## config.mk

```make
export PLATFORM = sky130hd
export DESIGN_NAME = im2col_ctrl_flat
export DESIGN_NICKNAME = d
export VERILOG_FILES = /design/src/rtl/im2col_ctrl_if.sv /design/src/rtl/im2col_ctrl.sv /design/src/flat_wrapper.sv
export SDC_FILE = /design/constraint.sdc
export NUM_CORES = 1
export LEC_CHECK = 0
export ABC_AREA = 0
export BUFFER_PORTS_ARGS = -buffer_cell sky130_fd_sc_hd__buf_2
export CAP_MARGIN = 20
export CORE_ASPECT_RATIO = 0.9
export CORE_MARGIN = 5
export CORE_UTILIZATION = 25
export CTS_CLUSTER_SIZE = 10
export DETAILED_ROUTE_END_ITERATION = 6
export PLACE_DENSITY = 0.44
export SYNTH_ARGS = -nofsm -noshare
export SYNTH_HDL_FRONTEND = slang
export SYNTH_SLANG_ARGS = --single-unit
```

## constraint.sdc

```tcl
create_clock -name clk -period 1.75 [get_ports clk]
set_clock_uncertainty 0.05 [all_clocks]
set_input_delay 0.175 -clock clk [delete_from_list [all_inputs] [get_ports clk]]
set_output_delay 0.175 -clock clk [all_outputs]
set_load 0.01 [all_outputs]
```

## src/rtl/im2col_ctrl_if.sv

```systemverilog
// Handshake and index bundle between the im2col sequencer and its surroundings.
// The slave modport is the sequencer's view; master is the driving environment.
interface im2col_ctrl_if #(
  parameter int unsigned IDX_W = 4
);
  logic             start;
  logic             abort;
  logic             fm_valid;
  logic             fm_ack;
  logic             load;
  logic             out_valid;
  logic             out_ready;
  logic [IDX_W-1:0] col_idx;
  logic [IDX_W-1:0] beat_idx;
  logic             last;
  logic             busy;
  logic             done;

  modport slave (
    input  start, abort, fm_valid, out_ready,
    output fm_ack, load, out_valid, col_idx, beat_idx, last, busy, done
  );

  modport master (
    output start, abort, fm_valid, out_ready,
    input  fm_ack, load, out_valid, col_idx, beat_idx, last, busy, done
  );
endinterface

```

## src/rtl/im2col_ctrl.sv

```systemverilog
// Sequencer for one im2col job: waits for a feature map, loads it, then walks
// every (column, beat) pair toward a ready/valid consumer.
module im2col_ctrl #(
  parameter int unsigned N_COL  = 12,
  parameter int unsigned N_BEAT = 9,
  parameter int unsigned IDX_W  = 4
) (
  input  logic          clk,
  input  logic          rst_n,
  im2col_ctrl_if.slave  bus
);

  localparam logic [2:0] S_IDLE   = 3'd0;
  localparam logic [2:0] S_WAIT   = 3'd1;
  localparam logic [2:0] S_LOAD   = 3'd2;
  localparam logic [2:0] S_STREAM = 3'd3;
  localparam logic [2:0] S_DONE   = 3'd4;

  localparam logic [IDX_W-1:0] COL_LAST  = IDX_W'(N_COL - 1);
  localparam logic [IDX_W-1:0] BEAT_LAST = IDX_W'(N_BEAT - 1);

  logic [2:0]       state, state_nxt;
  logic [IDX_W-1:0] col, col_nxt;
  logic [IDX_W-1:0] beat, beat_nxt;
  logic             xfer;
  logic             at_end;

  assign xfer   = (state == S_STREAM) && bus.out_ready;
  assign at_end = (col == COL_LAST) && (beat == BEAT_LAST);

  // State and index registers
  always_ff @(posedge clk or negedge rst_n) begin
    if (!rst_n) begin
      state <= S_IDLE;
      col   <= '0;
      beat  <= '0;
    end else begin
      state <= state_nxt;
      col   <= col_nxt;
      beat  <= beat_nxt;
    end
  end

  // Next-state and index update
  always_comb begin
    state_nxt = state;
    col_nxt   = col;
    beat_nxt  = beat;
    case (state)
      S_IDLE: if (bus.start) state_nxt = S_WAIT;
      S_WAIT: if (bus.fm_valid) state_nxt = S_LOAD;
      S_LOAD: begin
        col_nxt   = '0;
        beat_nxt  = '0;
        state_nxt = S_STREAM;
      end
      S_STREAM: begin
        if (xfer) begin
          if (at_end) begin
            state_nxt = S_DONE;
            col_nxt   = '0;
            beat_nxt  = '0;
          end else if (beat == BEAT_LAST) begin
            beat_nxt = '0;
            col_nxt  = col + IDX_W'(1);
          end else begin
            beat_nxt = beat + IDX_W'(1);
          end
        end
      end
      S_DONE:  state_nxt = S_IDLE;
      default: state_nxt = S_IDLE;
    endcase
    // Abort overrides everything, including a transfer in the same cycle
    if (bus.abort && (state != S_IDLE)) begin
      state_nxt = S_IDLE;
      col_nxt   = '0;
      beat_nxt  = '0;
    end
  end

  // Outputs decode directly from the state register, so reset clears them at once
  assign bus.load      = (state == S_LOAD);
  assign bus.fm_ack    = (state == S_LOAD);
  assign bus.out_valid = (state == S_STREAM);
  assign bus.last      = (state == S_STREAM) && at_end;
  assign bus.busy      = (state != S_IDLE);
  assign bus.done      = (state == S_DONE);
  assign bus.col_idx   = col;
  assign bus.beat_idx  = beat;

endmodule

```

## src/flat_wrapper.sv

```systemverilog
// flat-port wrapper written by rule: the top's interface ports become plain ports
module im2col_ctrl_flat 
#(
  parameter int unsigned N_COL  = 12,
  parameter int unsigned N_BEAT = 9,
  parameter int unsigned IDX_W  = 4
)
  (clk, rst_n, bus_start, bus_abort, bus_fm_valid, bus_out_ready, bus_fm_ack, bus_load, bus_out_valid, bus_col_idx, bus_beat_idx, bus_last, bus_busy, bus_done);
  im2col_ctrl_if #(.IDX_W(IDX_W)) bus_i ();
  input  logic clk;
  input  logic rst_n;
  input wire logic [$bits(bus_i.start)-1:0] bus_start;
  input wire logic [$bits(bus_i.abort)-1:0] bus_abort;
  input wire logic [$bits(bus_i.fm_valid)-1:0] bus_fm_valid;
  input wire logic [$bits(bus_i.out_ready)-1:0] bus_out_ready;
  output wire logic [$bits(bus_i.fm_ack)-1:0] bus_fm_ack;
  output wire logic [$bits(bus_i.load)-1:0] bus_load;
  output wire logic [$bits(bus_i.out_valid)-1:0] bus_out_valid;
  output wire logic [$bits(bus_i.col_idx)-1:0] bus_col_idx;
  output wire logic [$bits(bus_i.beat_idx)-1:0] bus_beat_idx;
  output wire logic [$bits(bus_i.last)-1:0] bus_last;
  output wire logic [$bits(bus_i.busy)-1:0] bus_busy;
  output wire logic [$bits(bus_i.done)-1:0] bus_done;
  assign bus_i.start = bus_start;
  assign bus_i.abort = bus_abort;
  assign bus_i.fm_valid = bus_fm_valid;
  assign bus_i.out_ready = bus_out_ready;
  assign bus_fm_ack = bus_i.fm_ack;
  assign bus_load = bus_i.load;
  assign bus_out_valid = bus_i.out_valid;
  assign bus_col_idx = bus_i.col_idx;
  assign bus_beat_idx = bus_i.beat_idx;
  assign bus_last = bus_i.last;
  assign bus_busy = bus_i.busy;
  assign bus_done = bus_i.done;
  im2col_ctrl #(.N_COL(N_COL), .N_BEAT(N_BEAT), .IDX_W(IDX_W)) u_core (.clk(clk), .rst_n(rst_n), .bus(bus_i));
endmodule
```

==> summary.md, run 1 <==
| Metric | Value |
|---|---|
| Hold Vio Cnt, Final | 0 |
| Busiest grt layer | met2 |
| Worst vdd ir | 0.335 mV |
| Buf+Inv Stages, Crit Path | 1 |
| GPL Wtd Cong | 0.742 |
| Clock share of power | 0.191 |
| CTS Buffer Depth | 2 |
| WL per Instance | 11.8 um |
| Detail Placement HPWL | 1290 um |
| Crit path arrival time | 1.45 ns |
| Vias in the first global route | 606 |
| Die X | 65.9 um |
| Slew Viols, Final | 0 |
| Initial antenna violation count | 0 |
| Leak | 0.423 nW |
| Tmin final | 1.68 ns |
| Slowest cell on crit path | dfrtp_1 |
| Commonest non-fill, non-tap cell in the layout | buf_2 |
| Setup crit end kind | output pin |
| Comb pwr share | 0.433 |
| Unique masters post-synth | 31 |
| Starting Density | 0.258 |
| Internal power | 0.546 mW |
| Hold slack | 0.137 ns |
| H-tree level count | 1 |
| Unrepaired setup endpoints after global routing | no |
| Clk pin slew, worst setup/hold paths | 0.07 ns |
| Largest net degree at the start of global routing | 16 |
| GR Util met3 | 0.0226 |
| Share of cells above drive strength 1 | 0.340 |
| Critical path launch point type | register |
| Drt pass-1 iters | 4 |
| DRC | 0 |
| Switching power | 0.350 mW |
| Cell family with most CP delay | flip-flops |
| Die area | 3970 sq um |
| M1 GR Usage | 0.127 |
| I/O pin cnt | 20 |
| Maxcap violations | 0 |
| Clk_lat worst skew | 0.27 ns |
| Vias per cell | 4.47 |
| Setup TNS | 0 ns |
| Routed Antenna Nets | 0 |
| WL final | 1660 um |
| Most frequent cells in the layout | 19 x buf_2, 10 x dfrtp_1, 6 x inv_1, 6 x a21oi_1 |
| Tcrit/Tclk final | 0.957 |
| CTS Sinks | 11 |
| Worst-path maximum fanout | 5 |
| Avg Inst Size Synth | 9.24 sq um |
| CTS tree | done |
| Crit Path Class | reg -> out |
| Core ar. | 2730 sq um |
| Via count | 626 |
| Worst-margin pin slew | 0.299 ns |
| Starting DRC count in detailed routing | 65 |
| Post-synthesis sequential area ratio | 0.392 |
| I/O Buffers | 19 |
| Worst rel slew slack | 0.800 |
| CTS Buf Count | 3 |
| Height of the die | 60.3 um |
| First-pass GRT wire length | 2820 um |
| FP Rows | 18 |
| Grt ovf | 0 |
| Net count, final | 110 |
| CTS Root Cell | clkbuf_4 |
| Yosys warning count | 0 |
| Gr usage total | 0.0939 |
| Power Density | 1010 nW/um^2 |
| Register bit total from synthesis | 11 |
| M2 GR Usage | 0.140 |
| Crit path required time | 1.52 ns |
| Outcome | finished clean |
| Final number of setup-violating endpoints | 0 |
| Hold crit path type | in -> reg |
| Sw frac | 0.391 |
| Worst-path cell chain | ha_1 -> and3b_1 -> and3_1 -> buf_2 |
| Post-synthesis cell count | 76 |
| Fmax | 0.597 GHz |
| Synthesized area | 702 sq um |
| Layout Area Growth over Synthesis | 27.1% |
| Post-Syn Nets | 85 |
| Antenna Cells | 0 |
| Worst path max stage delay | 0.43 ns |
| Sequential power share | 0.376 |
sequential cells by signal, indices dropped and copies added (netlist names):
name                 cells
u_core.bus.beat_idx      4
u_core.bus.col_idx       4
u_core.state             3
synth_stat cells:
master	n	area, sq um
nor2_2	1	6.26
buf_4	2	15.0
nand4bb_1	1	11.3
o21a_4	1	15.0
or4_1	2	15.0
inv_1	6	22.5
a31oi_1	1	6.26
o21ai_1	2	10.0
nand3b_1	1	7.51
o31ai_1	4	30.0
nand3_1	3	15.0
ha_1	3	37.5
nand2b_4	1	13.8
nor2_1	4	15.0
nand2b_1	1	6.26
clkbuf_1	1	3.75
a211oi_1	1	7.51
or3_1	3	18.8
o21bai_1	1	7.51
nor3_1	1	5.00
o21ai_0	5	25.0
and3_1	1	6.26
a21oi_1	6	30.0
a2bb2oi_1	1	8.76
nor2b_4	1	13.8
mux2_2	1	11.3
buf_6	1	11.3
dfrtp_1	11	275
nand2_1	5	18.8
nor3b_1	2	15.0
and3b_1	2	17.5
power groups by stage:
stage | combinational [mW] | sequential (mW) | clock [mW]
6_report | 0.388 | 0.337 | 0.171
5_1_grt | 0.434 | 0.346 | 0.192
4_1_cts | 0.396 | 0.338 | 0.181
3_5_place_dp | 0.393 | 0.342 | 0
3_3_place_gp | 0.389 | 0.342 | 0
2_1_floorplan | 0.326 | 0.319 | 0
final cells by class:
class	count	area, sq um
fill	310	1830
multi-input combinational	55	378
sequential	11	277
timing repair buffer	24	139
tap	40	50.0
clock buffer	4	26.3
inverter	6	22.5
timing repair:
item,CTS,global route
resized for setup,0,4
hold endpoints to repair,11,0
hold buffers,1,0
setup buffers,0,0
setup endpoints to repair,0,3
logic make-up after synthesis:
kind of cell / synth area share
AO/OA/AOI/OAI: 0.200
adder cells (fa/ha/maj): 0.0535
buffers and inverters: 0.0749
flip-flops: 0.392
multiplexers: 0.0160
AND/OR/NAND/NOR: 0.264
routing by layer:
| metal | wire length (um) | share of wire |
|---|---|---|
| met1 | 837 | 0.51 |
| met2 | 699 | 0.42 |
| met3 | 108 | 0.065 |
| met4 | 10 | 0.0060 |
| met5 | 0 | 0 |
metrics by stage:
step	util	setup WS (ns)	power, mW	cell area (sq um)	std cells
3_5_place_dp	0.311	0.119	0.735	847	135
2_1_floorplan	-	0.0829	0.644	702	76
3_3_place_gp	0.311	0.130	0.731	847	135
5_1_grt	0.327	0.00182	0.972	892	140
6_report	0.327	0.0748	0.897	892	140
4_1_cts	0.324	0.0111	0.914	883	140
final timing paths:
path                                       start                     to  slack, ns  depth (start not counted)
setup / recovery           u_core.bus.col_idx[0]               bus_last       0.07                          4
hold / removal                         bus_abort        u_core.state[1]       0.14                          2
setup reg to reg                 u_core.state[2]  u_core.bus.col_idx[3]       0.14                          4
hold reg to reg                  u_core.state[2]        u_core.state[1]       0.50                          1
max in group asynchronous                  rst_n        u_core.state[2]       1.16                          2
min in group asynchronous                  rst_n  u_core.bus.col_idx[0]       0.25                          2
(Power assumes the default switching activity.)
==> inputs of run 2 (changes only) <==
Settings changed: CAP_MARGIN 20 to 30.
Clock period 1.75 ns to 1.4 ns, I/O delays scaled along.
==> summary.md, run 2 (synthesis gave the netlist of run 1 again) <==
| Metric | Value |
|---|---|
| Outcome | finished, violations left |
| Violated checks | negative setup slack |
| Layout Area Growth over Synthesis | 90.2% |
| I/O pin cnt | 20 (unchanged) |
| Net count, final | 138 (+25%) |
| Unrepaired setup endpoints after global routing | yes |
| GPL Wtd Cong | 0.747 (+0.61%) |
| Initial antenna violation count | 0 (unchanged) |
| Height of the die | 60.3 um (unchanged) |
| Starting DRC count in detailed routing | 25 (-62%) |
| CTS tree | done |
| Sw frac | 0.367 (-0.0235) |
| Clock share of power | 0.121 (-0.070) |
| Core ar. | 2730 sq um (unchanged) |
| Highest Signal Layer | met4 |
| Share of cells above drive strength 1 | 0.688 (+0.348) |
| Clk_lat worst skew | 0.26 ns (about the same) |
| Worst rel slew slack | 0.826 (+0.0260) |
| Largest net degree at the start of global routing | 12 (-4) |
| Total power | 1.84 mW (+110%) |
| Met3 routed WL | 97 um (-10%) |
| Antenna Cells | 0 (unchanged) |
| CTS Buffer Depth | 2 (unchanged) |
| DRC | 0 (unchanged) |
| Tcrit/Tclk final | 1.15 |
| Final core occ | 0.490 (+0.163) |
| Worst path max stage delay | 0.41 ns (-0.02 ns) |
| Via count | 768 (+23%) |
| Crit path required time | 1.21 ns (-0.31 ns) |
| Detail Placement HPWL | 1470 um (+14%) |
| Comb pwr share | 0.646 (+0.213) |
| Die area | 3970 sq um (unchanged) |
| WL final | 2170 um (+31%) |
| Worst-path maximum fanout | 2 (-3) |
| Wl on met1 | 965 um (+15%) |
| WL per Instance | 12.9 um (+9.0%) |
| Critical path launch point type | register |
| CTS Sinks | 11 (unchanged) |
| Worst-margin pin slew | 0.259 ns (-0.0396 ns) |
| Starting Density | 0.258 (unchanged) |
| Internal power | 1.17 mW (+110%) |
| Grt ovf | 0 (unchanged) |
| Hold Vio Cnt, Final | 0 (unchanged) |
| Slew Viols, Final | 0 (unchanged) |
| Gr usage total | 0.121 (+0.0269) |
| Met2 wire length | 1080 um (+54%) |
| Fmax | 0.621 GHz |
| Crit path arrival time | 1.42 ns (-0.03 ns) |
| Most used cell, CP | buf_6 |
| Power Density | 1380 nW/um^2 (+37%) |
| Setup crit end kind | output pin |
| Setup TNS | -1.52 ns (-1.52 ns) |
| Area after DPL | 1000 sq um (+18%) |
| Vias per cell | 4.57 (+2.2%) |
| Dpl ws | -0.169 ns (-0.288 ns) |
| Tmin final | 1.61 ns |
| H-tree level count | 1 (unchanged) |
| Die X | 65.9 um (unchanged) |
| Worst vdd ir | 0.648 mV (+94%) |
| CTS Buf Count | 3 (unchanged) |
| FP Rows | 18 (unchanged) |
| Maxcap violations | 0 (unchanged) |
| Most frequent cells in the layout | 18 x buf_4, 17 x buf_6, 14 x buf_2, 8 x dfrtp_1 |
| First-pass GRT wire length | 3590 um (+27%) |
| CTS Root Cell | clkbuf_4 |
| Vias in the first global route | 791 (+31%) |
| Placed Cells | 153 (+13%) |
| Switching power | 0.676 mW (+93%) |
| Crit Path Class | reg -> out |
| Routed Antenna Nets | 0 (unchanged) |
| Final number of setup-violating endpoints | 13 (+13) |
| Sequential power share | 0.234 (-0.142) |
| Cell area after layout | 1340 sq um (+50%) |
| Leak | 0.600 nW (+42%) |
| Drt pass-1 iters | 2 (-2) |
| Commonest non-fill, non-tap cell in the layout | buf_4 |
| Worst-path cell chain | inv_2 -> ha_4 -> and3b_2 -> buf_6 -> and3_4 -> buf_6 |
| Clk pin slew, worst setup/hold paths | 0.07 ns (about the same) |
| Hold slack | 0.0703 ns (-0.0669 ns) |
| Hold crit path type | in -> reg |
| Setup slack after layout | -0.211 ns (-0.286 ns) |
| Final non-filler cell total | 168 (+20%) |
| Slowest cell on crit path | dfrtp_2 |
| I/O Buffers | 19 (unchanged) |
-- run 2: changes by cell type in the layout (fill, tap and decap cells not counted), moves of 4 or more --
cell and change:
a21oi_2 +4, a21oi_1 -4, nor2_4 +4, buf_6 +16, buf_4 +15, buf_2 -5
-- run 2: power groups by stage --
stage               Clock, mW  Combinational [mW]  Sequential, mW
detailed placement          0               0.724           0.414
global route            0.248                1.28           0.437
floorplan                   0               0.412           0.401
global placement            0               0.714           0.415
finish                  0.222                1.19           0.430
CTS                     0.230                1.06           0.423
-- run 2: repair_timing --
| item | CTS | global route |
|---|---|---|
| setup endpoints to repair | 14 | 17 |
| setup buffers | 10 | 2 |
| pin swaps | 11 | 4 |
| gates resized for setup | 30 | 25 |
| hold buffers | 1 | 0 |
| endpoints found under the hold margin | 11 | 0 |
-- run 2: cell type report --
type	instances	area, sq um
timing repair buffer	52	442
inverter	6	22.5
fill	271	1390
sequential	11	279
clock buffer	4	26.3
multi-input combinational	55	515
tap	40	50.0
-- run 2: worst paths after layout --
path	startpoint	endpoint	slack [ns]	cells after the start
setup / recovery	u_core.bus.beat_idx[0]	bus_last	-0.21	6
hold / removal	bus_start	u_core.state[0]	0.07	2
setup reg to reg	u_core.bus.beat_idx[0]	u_core.bus.col_idx[2]	-0.20	7
hold reg to reg	u_core.bus.beat_idx[0]	u_core.bus.beat_idx[0]	0.54	2
max in group asynchronous	rst_n	u_core.state[0]	0.85	2
min in group asynchronous	rst_n	u_core.bus.beat_idx[1]	0.22	2
-- run 2: layer usage --
| metal | track usage | vias up |
|---|---|---|
| li1 | - | 380 |
| met1 | 0.144 | 367 |
| met2 | 0.207 | 17 |
| met3 | 0.0226 | 4 |
| met4 | 0.0621 | 0 |
| met5 | 0 | - |
-- run 2: worst max-delay path: cells and delay by family, from the launching register on --
family | cells | cell delay (ns)
flops | 1 | 0.41
fa+ha+maj | 1 | 0.11
simple gates | 2 | 0.38
buf+inv | 3 | 0.26
==> inputs of run 3 (changes only) <==
Settings changed: RECOVER_POWER set to 100.
==> summary.md, run 3 (synthesis gave the netlist of run 1 again) <==
| Metric | Value |
|---|---|
| Violated checks | negative setup slack |
| Crit path arrival time | 1.42 ns (about the same) |
| CTS Buffer Depth | 2 (unchanged) |
| Die X | 65.9 um (unchanged) |
| Vias per cell | 4.59 (+0.39%) |
| FP Rows | 18 (unchanged) |
| Share of cells above drive strength 1 | 0.625 (-0.0625) |
| Buf+Inv Stages, Crit Path | 3 (unchanged) |
| Most frequent cells in the layout | 17 x buf_6, 15 x buf_4, 9 x clkbuf_1, 9 x buf_2, 8 x dfrtp_1 |
| Fillers | 278 (+2.6%) |
| CTS Root Cell | clkbuf_4 |
| Maxcap violations | 0 (unchanged) |
| First-pass GRT wire length | 3590 um (unchanged) |
| Tcrit/Tclk final | 1.15 (about the same) |
| Final non-filler cell total | 168 (unchanged) |
| Placed Cells | 153 (unchanged) |
| CTS Sinks | 11 (unchanged) |
| Layout Area Growth over Synthesis | 87.7% |
| Crit path required time | 1.21 ns (about the same) |
| I/O Buffers | 19 (unchanged) |
| WL final | 2160 um (-0.46%) |
| Total power | 1.83 mW (-0.45%) |
| WL per Instance | 12.8 um (-0.46%) |
| Worst-path cell chain | inv_2 -> ha_4 -> and3b_2 -> buf_6 -> and3_4 -> buf_6 |
| Crit. Startpoint | u_core.bus.beat_idx[0] |
| DRC | 0 (unchanged) |
| Routed Antenna Nets | 0 (unchanged) |
| Setup crit end kind | output pin |
| Hold crit path type | in -> reg |
| R2R depth | 7 (unchanged) |
| Unrepaired setup endpoints after global routing | yes |
| Worst rel slew slack | 0.576 (-0.250) |
| Hold Vio Cnt, Final | 0 (unchanged) |
| Worst-path maximum fanout | 2 (unchanged) |
| Grt ovf | 0 (unchanged) |
| Starting Density | 0.258 (unchanged) |
| Area after DPL | 1000 sq um (unchanged) |
| Height of the die | 60.3 um (unchanged) |
| CTS Buf Count | 3 (unchanged) |
| I/O pin cnt | 20 (unchanged) |
| R2r startpoint | u_core.bus.beat_idx[0] |
| FF-to-FF setup slack | -0.20 ns (about the same) |
| Outcome | finished, violations left |
| WHS Path Cells | 2 (unchanged) |
| Initial antenna violation count | 0 (unchanged) |
| Worst-margin pin slew | 0.635 ns (+0.376 ns) |
| Slew Viols, Final | 0 (unchanged) |
| H-tree level count | 1 (unchanged) |
| Die area | 3970 sq um (unchanged) |
| Critical path launch point type | register |
| Vias in the first global route | 791 (unchanged) |
| Setup TNS | -1.51 ns (+0.00859 ns) |
| Most used cell, CP | buf_6 |
| Cell family with most CP delay | flip-flops |
| Starting DRC count in detailed routing | 19 (-24%) |
| Core ar. | 2730 sq um (unchanged) |
| Power Density | 1390 nW/um^2 (+0.88%) |
| Drt pass-1 iters | 2 (unchanged) |
| Via count | 771 (+0.39%) |
| Worst vdd ir | 0.641 mV (-1.1%) |
| GPL Wtd Cong | 0.747 (unchanged) |
| Slowest cell on crit path | dfrtp_2 |
| Setup slack after layout | -0.210 ns (+0.000339 ns) |
| Net count, final | 138 (unchanged) |
| Clk_lat worst skew | 0.26 ns (about the same) |
| CTS tree | done |
| Hold_sp | bus_start |
| Crit Reg-Reg Endpoint | u_core.bus.col_idx[2] |
| Gr usage total | 0.121 (unchanged) |
| Detail Placement HPWL | 1470 um (unchanged) |
| Worst path max stage delay | 0.41 ns (about the same) |
| Commonest non-fill, non-tap cell in the layout | buf_6 |
| Tmin final | 1.61 ns (-0.000339 ns) |
| Crit Path Class | reg -> out |
| Antenna Cells | 0 (unchanged) |
| Leak | 0.567 nW (-5.5%) |
| Largest net degree at the start of global routing | 12 (unchanged) |
| Clk pin slew, worst setup/hold paths | 0.07 ns (about the same) |
| WHS Endpoint | u_core.state[0] |
| Cell area after layout | 1320 sq um (-1.3%) |
| Final number of setup-violating endpoints | 13 (unchanged) |
| Fmax | 0.621 GHz (about the same) |
[run 3: worst register-to-register path: cells and delay by family, from the launching register on]
family,cells,cell delay (ns)
and+or+nand+nor,3,0.68
DFF,1,0.41
buffers and inverters,2,0.17
AOI/OAI and AO/OA,1,0.13
adders and majority gates,1,0.11
[run 3: metal layers]
| metal | share of wire | routed length [um] | global-route usage |
|---|---|---|---|
| met4 | 0.012 | 26 | 0.0621 |
| met2 | 0.50 | 1080 | 0.207 |
| met5 | 0 | 0 | 0 |
| met3 | 0.045 | 97 | 0.0226 |
| met1 | 0.44 | 951 | 0.144 |
[run 3: through the flow]
| stage | hold WS, ns | worst slack (ns) | util |
|---|---|---|---|
| 2_1_floorplan | -0.206 | -0.204 | - |
| 3_3_place_gp | -0.0243 | -0.135 | 0.368 |
| 3_5_place_dp | -0.0221 | -0.169 | 0.368 |
| 4_1_cts | 0.0718 | -0.203 | 0.452 |
| 5_1_grt | 0.0743 | -0.284 | 0.483 |
| 6_report | 0.0706 | -0.210 | 0.483 |
[run 3: repair_timing]
item | CTS | global route
pin swaps | 11 | 4
setup buffers | 10 | 2
setup endpoints to repair | 14 | 17
endpoints found under the hold margin | 11 | 0
resized for setup | 30 | 25
hold buffers | 1 | 0
[run 3: cell type report]
type                            instances  area (sq um)  area share
Clock buffer                            4          26.3      0.0199
Tap cell                               40          50.0      0.0380
Multi-Input combinational cell         55           515       0.391
Timing Repair Buffer                   52           424       0.322
Sequential cell                        11           279       0.212
Inverter                                6          22.5      0.0171
[run 3: worst max-delay path by stage]
stage | slack, ns | cells past startpoint | end
final | -0.21 | 6 | bus_last
after detailed placement | -0.17 | 6 | u_core.bus.col_idx[3]
after CTS | -0.20 | 6 | bus_last
after floorplan | -0.20 | 6 | u_core.bus.col_idx[3]
after global placement | -0.14 | 4 | u_core.bus.col_idx[3]
after global routing | -0.28 | 7 | u_core.bus.col_idx[2]
[run 3: power breakdown]
group          total [mW]  leakage, nW  switching [mW]  internal (mW)
clock               0.222       0.0150           0.112          0.110
combinational        1.18        0.406           0.499          0.683
sequential          0.430        0.146          0.0649          0.365
